===== config.mk =====
export PLATFORM = sky130hd
export DESIGN_NAME = imm_compress
export DESIGN_NICKNAME = d
export VERILOG_FILES = /design/src/rtl/imm_pkg.sv /design/src/rtl/imm_range_check.sv /design/src/rtl/imm_compress.sv
export SDC_FILE = /design/constraint.sdc
export NUM_CORES = 1
export LEC_CHECK = 0
export CORE_ASPECT_RATIO = 0.7
export CORE_MARGIN = 5
export CORE_UTILIZATION = 25
export CTS_BUF_LIST = sky130_fd_sc_hd__clkbuf_4
export DETAILED_ROUTE_END_ITERATION = 6
export PLACE_DENSITY = 0.58
export SYNTH_ARGS = -nofsm -noshare
export SYNTH_HDL_FRONTEND = slang
export SYNTH_SLANG_ARGS = --single-unit

===== constraint.sdc =====
create_clock -name clk -period 4.49 [get_ports clk]
set_input_delay 0.898 -clock clk [delete_from_list [all_inputs] [get_ports clk]]
set_output_delay 0.898 -clock clk [all_outputs]
set_load 0.02 [all_outputs]

===== src/rtl/imm_pkg.sv =====
// Shared immediate-encoding definitions for the sign-extend and compress units.
package imm_pkg;

    localparam int DEF_DATA_WIDTH     = 16;
    localparam int DEF_IMM_DATA_WIDTH = 7;

    // Signed range of a default-width immediate (-64..+63).
    localparam int IMM_MAX = (2 ** (DEF_IMM_DATA_WIDTH - 1)) - 1;
    localparam int IMM_MIN = -(2 ** (DEF_IMM_DATA_WIDTH - 1));

    typedef enum logic [1:0] {
        EMPTY,
        ONE,
        FULL
    } buf_state_t;

endpackage


===== src/rtl/imm_range_check.sv =====
// Combinational range check and narrowing of an operand to a signed immediate.
// IMM_COMPRESS_SATURATE_EN selects clamping of out-of-range operands instead of wrapping.
module imm_range_check
    import imm_pkg::*;
#(
    parameter int DATA_WIDTH     = DEF_DATA_WIDTH,
    parameter int IMM_DATA_WIDTH = DEF_IMM_DATA_WIDTH
) (
    input  logic [DATA_WIDTH-1:0]     data_in,
    output logic                      fits,
    output logic                      sign,
    output logic [IMM_DATA_WIDTH-1:0] imm
);

    logic [DATA_WIDTH-IMM_DATA_WIDTH:0] upper;

    // The value fits only when the immediate's sign bit and everything above it agree.
    assign upper = data_in[DATA_WIDTH-1:IMM_DATA_WIDTH-1];
    assign fits  = (&upper) | ~(|upper);
    assign sign  = data_in[DATA_WIDTH-1];

`ifdef IMM_COMPRESS_SATURATE_EN
    always_comb begin
        if (fits)
            imm = data_in[IMM_DATA_WIDTH-1:0];
        else if (sign)
            imm = {1'b1, {(IMM_DATA_WIDTH-1){1'b0}}};
        else
            imm = {1'b0, {(IMM_DATA_WIDTH-1){1'b1}}};
    end
`else
    assign imm = data_in[IMM_DATA_WIDTH-1:0];
`endif

endmodule


===== src/rtl/imm_compress.sv =====
// Streaming operand-to-immediate compressor with a 2-entry output buffer and overflow counter.
// Define IMM_COMPRESS_SATURATE_EN to clamp out-of-range operands instead of truncating them.
module imm_compress
    import imm_pkg::*;
#(
    parameter int DATA_WIDTH     = DEF_DATA_WIDTH,
    parameter int IMM_DATA_WIDTH = DEF_IMM_DATA_WIDTH,
    parameter int CNT_WIDTH      = 8
) (
    input  logic                      clk,
    input  logic                      rst_n,
    input  logic [DATA_WIDTH-1:0]     data_in,
    input  logic                      in_valid,
    output logic                      in_ready,
    output logic [IMM_DATA_WIDTH-1:0] imm_out,
    output logic                      ovf_out,
    output logic                      out_valid,
    input  logic                      out_ready,
    input  logic                      ovf_clr,
    output logic [CNT_WIDTH-1:0]      ovf_count
);

    typedef struct packed {
        logic                      ovf;
        logic [IMM_DATA_WIDTH-1:0] imm;
    } entry_t;

    buf_state_t                state_q, state_d;
    entry_t                    head_q, tail_q, new_entry;
    logic                      fits, range_sign_unused;
    logic [IMM_DATA_WIDTH-1:0] narrowed;
    logic                      push, pop;
    logic                      load_head, load_tail, head_from_tail;
    logic [CNT_WIDTH-1:0]      ovf_count_q;

    imm_range_check #(
        .DATA_WIDTH     (DATA_WIDTH),
        .IMM_DATA_WIDTH (IMM_DATA_WIDTH)
    ) u_range_check (
        .data_in (data_in),
        .fits    (fits),
        .sign    (range_sign_unused),
        .imm     (narrowed)
    );

    assign new_entry = '{ovf: ~fits, imm: narrowed};

    // Handshake is decoded from registered occupancy only, so out_ready never reaches in_ready.
    assign in_ready  = (state_q != FULL);
    assign out_valid = (state_q != EMPTY);
    assign push      = in_valid & in_ready;
    assign pop       = out_valid & out_ready;

    // NOTE: every output of this block is given a default first so no latch is inferred.
    always_comb begin
        state_d        = state_q;
        load_head      = 1'b0;
        load_tail      = 1'b0;
        head_from_tail = 1'b0;
        unique case (state_q)
            EMPTY: begin
                if (push) begin
                    state_d   = ONE;
                    load_head = 1'b1;
                end
            end
            ONE: begin
                if (push && pop) begin
                    load_head = 1'b1;
                end else if (push) begin
                    state_d   = FULL;
                    load_tail = 1'b1;
                end else if (pop) begin
                    state_d = EMPTY;
                end
            end
            FULL: begin
                if (pop) begin
                    state_d        = ONE;
                    head_from_tail = 1'b1;
                end
            end
            default: state_d = EMPTY;
        endcase
    end

    // NOTE: sequential state uses non-blocking assignments so all registers update together.
    always_ff @(posedge clk or negedge rst_n) begin
        if (!rst_n)
            state_q <= EMPTY;
        else
            state_q <= state_d;
    end

    // NOTE: the buffer entries are reset because the head drives imm_out/ovf_out directly.
    always_ff @(posedge clk or negedge rst_n) begin
        if (!rst_n) begin
            head_q <= '0;
            tail_q <= '0;
        end else begin
            if (load_head)
                head_q <= new_entry;
            else if (head_from_tail)
                head_q <= tail_q;
            if (load_tail)
                tail_q <= new_entry;
        end
    end

    // Clear wins over a same-cycle increment.
    always_ff @(posedge clk or negedge rst_n) begin
        if (!rst_n)
            ovf_count_q <= '0;
        else if (ovf_clr)
            ovf_count_q <= '0;
        else if (push && !fits && (ovf_count_q != {CNT_WIDTH{1'b1}}))
            ovf_count_q <= ovf_count_q + 1'b1;
    end

    assign imm_out   = head_q.imm;
    assign ovf_out   = head_q.ovf;
    assign ovf_count = ovf_count_q;

endmodule


==> impl_results.md <==
* Clock sink count at 26
* Slew HR at 17.68%
* Clock latency on the worst-skew pair at 0.32 ns
* Share of layout cells above drive strength 1 at 7.500%
* Mean Syn Cell Area at 10.59 sq um
* GP Congestion at 0.7265
* FP Rows at 21
* VDD IR-drop max at 0.0001041 V
* Skew final at 0.005118 ns
* Antenna-violating nets left at 0
* Htree depth at 1
* Least-Margin Pin Slew at 1.225 ns
* CTS-repair resized insts at 0
* Die Wd at 95.94 um
* Max-cap viol count at 0
* Leak at 0.7587 nW
* HP Class: reg2reg
* Via count at 1049
* Setup TNS at 0 ns
* CORE AREA at 0.004887 sq mm
* Mapped Area at 0.001292 sq mm
* Crit start category: input port
* Fin. Hold Viols at 0
* Worst Path Required at 4.71 ns
* Warnings from Yosys at 0
* F_max at 0.3297 GHz
* Reg2reg setup slack at 1.87 ns
* Syn Inst Count at 122
* Hold bufs inserted after CTS at 0
* Post-route DRC at 0
* Worst Hold Margin at 0.5100 ns
* CTS Buffer Depth at 2
* Count of cell types in the netlist at 33
* Crit path DAT at 3.26 ns
* Worst R2R End: ovf_count[4]
* Synth top area cells: dfrtp_1 (50%), mux2i_1 (7.0%), mux2_1 (6.1%), nand2_1 (3.5%), nor2_1 (3.2%)
* Hold path endpoint: tail_q[1]
* CP max stage delay at 0.97 ns
* Syn_nets at 144
* Initial core utilization at 26.45%
* Vias per cell at 4.581
* PD cells at 368.4 mW/mm^2
* # Post-CTS Setup Buffers at 0
* Setup-failing EPs final at 0
* Hold path startpoint: tail_q[1]
* Leading area contributor after synthesis: dfrtp_1
* Pwr Total at 0.6582 mW
* Largest net degree at the start of global routing at 27
* Num CTS Buffers at 3
* Fin nets at 183
* First DRT Iteration DRCs at 43
* P&R area growth vs syn at 38.24%
* Number of global-route vias before repair at 1100
* Clk pin slew, worst setup/hold paths at 0.15 ns
* DP Wirelength at 2.354 mm
* Start of the worst register-to-register path: ovf_count[0]
* Run status: finished clean
* Ant. Diodes at 0
* PortBufs at 38
* Die ar. at 0.006731 sq mm
* Grt total ovfl at 0
* DRT Pass-1 Iters at 4
* R2R depth at 6
* First-pass GRT wire length at 5.126 mm
* CTS tree: yes
* Clock root buffer: clkbuf_4
* Seq/Total Area, Yosys at 50.34%
* Slowest cell on crit path: nor3_1
* WHS Path Cells at 1
* Antenna violations before repair at 0
* Die H at 70.16 um
* Final wirelength at 3.086 mm
* DP Worst Slack at 1.107 ns
* Fillers at 506
* Num ports at 39
* Fin crit share at 67.56%
* WL per Instance at 13.48 um
* Critical-path maximum fanout at 12
* Fin util at 36.56%
* PnR worst setup slack at 1.457 ns
* Crit Path Class: in2reg
* Register bit total from synthesis at 26
* Gr usage total at 9.486%
* Critical Path, Cell by Cell: clkdlybuf4s50_1, or4_1, nor4_4, nor3_1, and4_4, mux2_4
* Yosys top cell area share at 50.34%
* Shortest period the worst path allows at 3.033 ns
* RSZ-0062 raised after global routing: no
* CP Capture Type: register
* Slew Limit Fails at 0
[metal layers]
layer	track usage [%]	up-vias	share of wire, %
met5	0	-	0
met4	3.312	0	0.94
met3	2.361	2	7.4
met2	15.33	26	47
met1	12.21	514	45
li1	-	507	-
[placed cells by master, fill, tap and decap left out]
cell type        count
dfrtp_1             26
bufinv_16            1
and3_1               1
buf_2                1
nand2b_1             5
o311ai_1             1
nor4_4               1
mux2i_1              9
nand4_1              4
and4_4               1
or2_1                1
clkinv_1             1
nor2b_1              4
clkdlybuf4s50_1     37
mux2_2               2
o22ai_1              1
a31o_1               3
ha_1                 1
xnor2_1              1
clkbuf_4             3
a21oi_1              8
o21ai_1              4
or4_4                1
o21ai_0              4
or2_2                1
mux2_1               7
nand2_1             12
nand3_1              2
nor2_1              11
inv_1                1
mux2_4               1
or4_1                1
a21o_1               1
nor3_1               2
[synthesized netlist by cell type]
master    number
nand2_1       12
clkbuf_1       2
o22ai_1        1
mux2_4         1
or4_1          1
a21oi_1        8
ha_1           1
o311ai_1       1
xnor2_1        1
mux2i_1        9
o21ai_1        4
a31o_1         3
nor2_1        11
buf_2          1
nand4_1        4
or4_4          1
inv_1          1
mux2_1         7
buf_4          1
nor4_4         1
nor3_1         2
dfrtp_1       26
mux2_2         2
and3_1         1
o21ai_0        4
nand3_1        2
a21o_1         1
or2_2          1
nor2b_1        4
or2_1          1
nand2b_1       5
and4_4         1
clkinv_1       1
[flip-flops by register name (all words and copies together) (netlist names)]
register / cells
imm_out: 7
tail_q: 8
ovf_out: 1
state_q: 2
ovf_count: 8
[how the worst max path moves through the flow]
stage | startpoint | end | slack (ns) | cells after the start
6_report | data_in[6] | ovf_count[4] | 1.46 | 6
2_1_floorplan | data_in[11] | ovf_count[4] | 2.14 | 5
3_5_place_dp | data_in[6] | ovf_count[4] | 1.11 | 6
3_3_place_gp | data_in[6] | ovf_count[4] | 1.18 | 6
5_1_grt | data_in[6] | ovf_count[4] | 1.35 | 6
4_1_cts | data_in[6] | ovf_count[4] | 1.46 | 6
[critical path, delay by kind of cell]
kind | cells | cell delay (ns)
buf+inv | 1 | 0.51
simple gates | 4 | 1.56
mux | 1 | 0.30
[cell type report]
class | instances | area [sq um] | area share, %
timing repair buffer | 38 | 375.4 | 21.01
clock buffer | 3 | 22.52 | 1.261
tap | 69 | 86.33 | 4.832
multi-input combinational | 90 | 614.3 | 34.38
inverter | 2 | 7.507 | 0.4202
sequential | 26 | 650.6 | 36.41
clock inverter | 1 | 30.03 | 1.681
[metrics by stage]
stage               area [sq um]  instances
CTS                         1792        229
finish                      1787        229
global placement            1739        225
floorplan                   1292        122
global route                1787        229
detailed placement          1739        225
[logic make-up (layout without fill, tap and decap cells)]
family	count (synthesis)	count (layout)	share of synthesized area (%)
AOI/OAI and AO/OA	22	22	9.972
xor gates and xnor gates	1	1	0.6778
buffers and inverters	6	44	2.129
muxes	19	19	15.97
DFF	26	26	50.34
and+or+nand+nor	47	47	19.94
adders and majority gates	1	1	0.9679
[where the power goes]
group | total (mW) | leakage (nW) | switching (mW) | internal [mW]
sequential | 0.312 | 0.324 | 0.0293 | 0.283
clock | 0.160 | 0.0279 | 0.0702 | 0.0902
combinational | 0.186 | 0.406 | 0.0901 | 0.0958
total | 0.658 | 0.759 | 0.190 | 0.469
Power figures use the tool's default switching activity.
